**src/rtl/mem_bus_arbiter.sv**
```systemverilog
// mem_bus_arbiter: round-robin arbiter giving two masters a shared fixed-latency memory port.
// The bus is held stable for the whole access, then DONE pulses to the owning master.
module mem_bus_arbiter #(
  parameter int ADDR_WIDTH  = 26,
  parameter int DATA_WIDTH  = 32,
  parameter int MEM_LATENCY = 2
) (
  input  logic                  CLK,
  input  logic                  RST,
  input  logic                  REQ0,
  input  logic                  RNW0,
  input  logic [ADDR_WIDTH-1:0] ADDR0,
  input  logic [DATA_WIDTH-1:0] WDATA0,
  output logic                  GNT0,
  output logic                  DONE0,
  input  logic                  REQ1,
  input  logic                  RNW1,
  input  logic [ADDR_WIDTH-1:0] ADDR1,
  input  logic [DATA_WIDTH-1:0] WDATA1,
  output logic                  GNT1,
  output logic                  DONE1,
  output logic [DATA_WIDTH-1:0] RDATA,
  output logic [ADDR_WIDTH-1:0] ADDR,
  output logic [DATA_WIDTH-1:0] DATA_OUT,
  input  logic [DATA_WIDTH-1:0] DATA_IN,
  output logic                  READ,
  output logic                  WRITE
);
  typedef enum logic [1:0] {IDLE, ACCESS, COMPLETE} state_t;
  state_t state_q, state_d;
  logic gnt0_q, gnt0_d, gnt1_q, gnt1_d, done0_q, done0_d, done1_q, done1_d;
  logic read_q, read_d, write_q, write_d, last_q, last_d;
  logic [3:0] cnt_q, cnt_d;
  logic [ADDR_WIDTH-1:0] addr_q, addr_d;
  logic [DATA_WIDTH-1:0] dout_q, dout_d, rdata_q, rdata_d;
  logic pick1, rnw_sel;
  // M1 wins when it is the only requester, or on a tie when M0 was served last
  assign pick1 = REQ1 & (~REQ0 | ~last_q);
  assign rnw_sel = pick1 ? RNW1 : RNW0;
  always_comb begin
    state_d = state_q;
    gnt0_d  = gnt0_q;
    gnt1_d  = gnt1_q;
    done0_d = 1'b0;
    done1_d = 1'b0;
    read_d  = read_q;
    write_d = write_q;
    last_d  = last_q;
    cnt_d   = cnt_q;
    addr_d  = addr_q;
    dout_d  = dout_q;
    rdata_d = rdata_q;
    case (state_q)
      IDLE: if (REQ0 | REQ1) begin
        addr_d  = pick1 ? ADDR1 : ADDR0;
        dout_d  = pick1 ? WDATA1 : WDATA0;
        read_d  = rnw_sel;
        write_d = ~rnw_sel;
        gnt0_d  = ~pick1;
        gnt1_d  = pick1;
        cnt_d   = 4'(MEM_LATENCY - 1);
        last_d  = pick1;
        state_d = ACCESS;
      end
      ACCESS: if (cnt_q != 4'd0) cnt_d = cnt_q - 4'd1;
      else begin
        rdata_d = read_q ? DATA_IN : rdata_q;
        read_d  = 1'b0;
        write_d = 1'b0;
        gnt0_d  = 1'b0;
        gnt1_d  = 1'b0;
        done0_d = gnt0_q;
        done1_d = gnt1_q;
        state_d = COMPLETE;
      end
      default: state_d = IDLE;
    endcase
  end
  always_ff @(posedge CLK or posedge RST) begin
    if (RST) begin
      state_q <= IDLE;
      gnt0_q  <= 1'b0;
      gnt1_q  <= 1'b0;
      done0_q <= 1'b0;
      done1_q <= 1'b0;
      read_q  <= 1'b0;
      write_q <= 1'b0;
      last_q  <= 1'b1;
      cnt_q   <= 4'd0;
      addr_q  <= '0;
      dout_q  <= '0;
      rdata_q <= '0;
    end else begin
      state_q <= state_d;
      gnt0_q  <= gnt0_d;
      gnt1_q  <= gnt1_d;
      done0_q <= done0_d;
      done1_q <= done1_d;
      read_q  <= read_d;
      write_q <= write_d;
      last_q  <= last_d;
      cnt_q   <= cnt_d;
      addr_q  <= addr_d;
      dout_q  <= dout_d;
      rdata_q <= rdata_d;
    end
  end
  assign GNT0     = gnt0_q;
  assign GNT1     = gnt1_q;
  assign DONE0    = done0_q;
  assign DONE1    = done1_q;
  assign READ     = read_q;
  assign WRITE    = write_q;
  assign ADDR     = addr_q;
  assign DATA_OUT = dout_q;
  assign RDATA    = rdata_q;
endmodule

```
**config.mk**
```make
export PLATFORM = sky130hd
export DESIGN_NAME = mem_bus_arbiter
export DESIGN_NICKNAME = d
export VERILOG_FILES = /design/src/rtl/mem_bus_arbiter.sv
export SDC_FILE = /design/constraint.sdc
export NUM_CORES = 1
export LEC_CHECK = 0
export BUFFER_PORTS_ARGS = -buffer_cell sky130_fd_sc_hd__buf_2
export CELL_PAD_IN_SITES_DETAIL_PLACEMENT = 0
export CELL_PAD_IN_SITES_GLOBAL_PLACEMENT = 1
export CORE_MARGIN = 2
export CORE_UTILIZATION = 31
export CTS_BUF_LIST = sky130_fd_sc_hd__clkbuf_8
export CTS_CLUSTER_SIZE = 25
export DETAILED_ROUTE_END_ITERATION = 12
export PLACE_DENSITY_LB_ADDON = 0.1
export SYNTH_ARGS = -nofsm -noshare
export SYNTH_HDL_FRONTEND = slang
export SYNTH_SLANG_ARGS = --single-unit
```
**constraint.sdc**
```tcl
create_clock -name CLK -period 2.53 [get_ports CLK]
set_input_delay 0 -clock CLK [delete_from_list [all_inputs] [get_ports CLK]]
set_output_delay 0 -clock CLK [all_outputs]
set_load 0.05 [all_outputs]
```
==> results.toml <==
[logic_synthesis]
netlist_area_um2 = 4500
synth_cells = 326
ys_seq_elements = 103
synth.distinct_cells = 34
synth_mux_area_share_pct = 9.84
synth_top_area_share_pct = 56.7
synth_compound_area_share_pct = 23.8
avgSynthCellArea_um2 = 13.8
synth_xor_area_share_pct = 0
synth_area_leader_cell = "dfrtp_1"
synthesis.nets = 481
synthTopCellsByArea = "dfrtp_1 (57%), a221o_1 (12%), o21a_1 (8.8%)"
synthAdderAreaFrac_pct = 0.278
synth_top_family_by_area = "compound AO/OA/AOI/OAI gates"
synth.yosys.seq_area_share_pct = 57.3
synthSimpleGateAreaFrac_pct = 3.45
yosys_warnings = 0

[worst_setup_path]
critical_path_class = "register to register"
cp_max_fo = 8
slowest_stage = "dlygate4sd3_1"
path_cells = "a21bo_1, mux2_2, dlygate4sd3_1, o2bb2ai_1"
r2r_cells = 4
cp-startpoint = "last_q"
endpoint = "READ"
r2r_setup_slack_ps = 390
r2r_start = "last_q"
cp-end-kind = "register"
crit_cells = 4
critPathArrivalTime_ps = 2420
cp.required_ps = 2800
slowest_delay_ps = 580
r2r_end = "READ"
worstSetupStartpointType = "register"
critPathTopFamily = "buffers and inverters"
crit_buf_inv = 1

[detailed_routing]
antenna_left = 0
wl_met2_um = 7550
wl_um = 15100
met3_length_um = 1040
wire_per_inst_um = 16.7
via_count = 4349
drc = 0
met1Wirelength_um = 6160
highest_layer = "met4"
via_per_inst = 4.81
drtPass1Iterations = 4
drt_iter0_drc = 180

[worst_hold_path]
hold_class = "input pin to asynchronous set/reset pin"

[place]
dpl_cell_area_um2 = 5850
dpl.hpwl_um = 9110
routabilityCongestion = 0.773
io_buffers = 249

[global_routing]
overflow = 0
grt_first_pass_wirelength_um = 24700
first_global_vias = 4785
global_route.usage.total_pct = 19.8
antenna_found_initial = 0
grt_max_degree = 67

[sta]
slew_headroom_pct = 44.8
tightest_slew_ps = 828
drv_slew = 0
setup_tns_ps = 0
hold_viol = 0
finClkSkew_ps = 11.1
layout_min_cycle_time_ps = 2140
fmax_ghz = 0.467
rsz0062_at_grt = "false"
setup_viol_count_final = 0
finalCritPeriodShare_pct = 84.7

[die]
num_rows = 44
start_util_pct = 31.3
die_h_um = 124
die_area_um2 = 15500
io_pins = 250
die_x_um = 124
core_area_um2 = 14400

[power_and_ir_drop]
vdd_drop_max_uv = 779
p_leak_nw = 3.65
cellPowerDensity_nw_per_um2 = 1300

[final_layout]
register_area_um2 = 2580
nFillCells = 1259
area_growth_pct = 67.7
finish.net_count = 871
multi_input_area_um2 = 1690
drive_gt1_share_pct = 44.0
n_antenna_cell = 0
final_area_um2 = 7550

[clocking]
ctsResizeCount = 0
root_buffer = "clkbuf_8"
numCtsBuffers = 9
clk_latency_ps = 380
clockBufferDepth = 2
cts_sinks = 103
clkTransAtPathRegs_ps = 100
cts_tree = "done"
cts-htree-levels = 3

[run]
cap_violations = 0

[outcome]
outcome = "finished, final reports clean"
stage by stage:
| stage | std cells | setup WS, ps | utilization (%) | power [mW] | hold WS [ps] |
|---|---|---|---|---|---|
| after global routing | 905 | 301 | 52.5 | 10.4 | 301 |
| after floorplan | 326 | 932 | - | 7.43 | 145 |
| after detailed placement | 738 | 541 | 40.7 | 8.65 | 160 |
| after global placement | 738 | 585 | 40.7 | 8.59 | 168 |
| final | 905 | 387 | 52.5 | 9.83 | 268 |
| after CTS | 905 | 375 | 52.5 | 9.90 | 259 |
sequential cells by signal, summed over array words and instances (netlist names):
signal	flops
GNT1	1
DATA_OUT	32
DONE1	1
GNT0	1
state_q	2
cnt_q	4
last_q	1
ADDR	26
DONE0	1
READ	1
WRITE	1
RDATA	32
layout by cell type (no fill, tap or decap), drive strengths merged, types with 2 or more instances in the layout:
| master | netlist | layout |
|---|---|---|
| nor2b | 2 | 2 |
| inv | 5 | 6 |
| o21a | 53 | 53 |
| nor2 | 4 | 4 |
| mux2i | 6 | 6 |
| clkinvlp | 0 | 3 |
| dfrtp | 102 | 102 |
| mux2 | 34 | 34 |
| nand3 | 2 | 2 |
| or2 | 2 | 2 |
| a221o | 52 | 52 |
| clkinv | 0 | 2 |
| and3 | 2 | 2 |
| a31o | 2 | 2 |
| clkbuf | 7 | 10 |
| buf | 21 | 256 |
| o22ai | 2 | 2 |
| dlygate4sd3 | 0 | 151 |
| nor3b | 2 | 2 |
| o21ai | 15 | 15 |
kinds of logic (layout without fill, tap and decap cells):
family	after synthesis	in the layout
fa+ha+maj	1	1
mux	40	40
simple gates	19	19
compound gates	130	130
flops	103	103
buf+inv	33	428
worst reg2reg max path: stages, from the launching register on:
cell           delay (ps)
dfstp_2               560
a21bo_1               400
mux2_2                390
dlygate4sd3_1         580
o2bb2ai_1             130
routing by layer:
| metal | track usage (%) | vias up |
|---|---|---|
| met2 | 35.6 | 195 |
| met4 | 5.95 | 0 |
| met5 | 0 | - |
| li1 | - | 2035 |
| met1 | 22.7 | 2097 |
| met3 | 5.93 | 22 |
synth_stat cells, drive strengths merged:
cell type / count
mux2: 34
o2bb2ai: 1
o221ai: 1
ha: 1
nor2: 4
or4: 1
nor2b: 2
or2: 2
or3: 1
and3: 2
o22ai: 2
a221o: 52
inv: 5
a31o: 2
o21a: 53
buf: 21
mux2i: 6
nor3b: 2
o21ai: 15
nand2: 1
or3b: 1
dfstp: 1
nand2b: 1
a21bo: 1
o41ai: 1
a21oi: 1
dfrtp: 102
a21o: 1
clkbuf: 7
nand3: 2
where the power goes:
group / switching (mW) / internal (mW)
clock network: 0.624 / 0.399
logic: 4.08 / 1.85
registers: 0.425 / 2.45
final cells by class:
class                   instances  area share, %
repair buffers                407           37.6
inverters                       5          0.298
clock buffers                  10           1.82
clock inverters                 6          0.696
well taps                     184           3.05
flip-flops and latches        103           34.2
multi-input cells             190           22.4
worst min path at each step:
stage | start | end | slack, ps | cells past startpoint
final | RST | RDATA[10] | 270 | 3
after global routing | RST | RDATA[11] | 300 | 3
after CTS | REQ1 | cnt_q[3] | 260 | 5
after global placement | RST | RDATA[10] | 170 | 2
after floorplan | ADDR1[0] | ADDR[0] | 140 | 1
after detailed placement | RST | RDATA[10] | 160 | 2
what timing repair did:
action / 4_1_cts / 5_1_grt
setup buffers: 0 / 0
hold buffers: 151 / 0
endpoints found under the hold margin: 123 / 0
No activity file was read; power rests on OpenSTA's default activity.
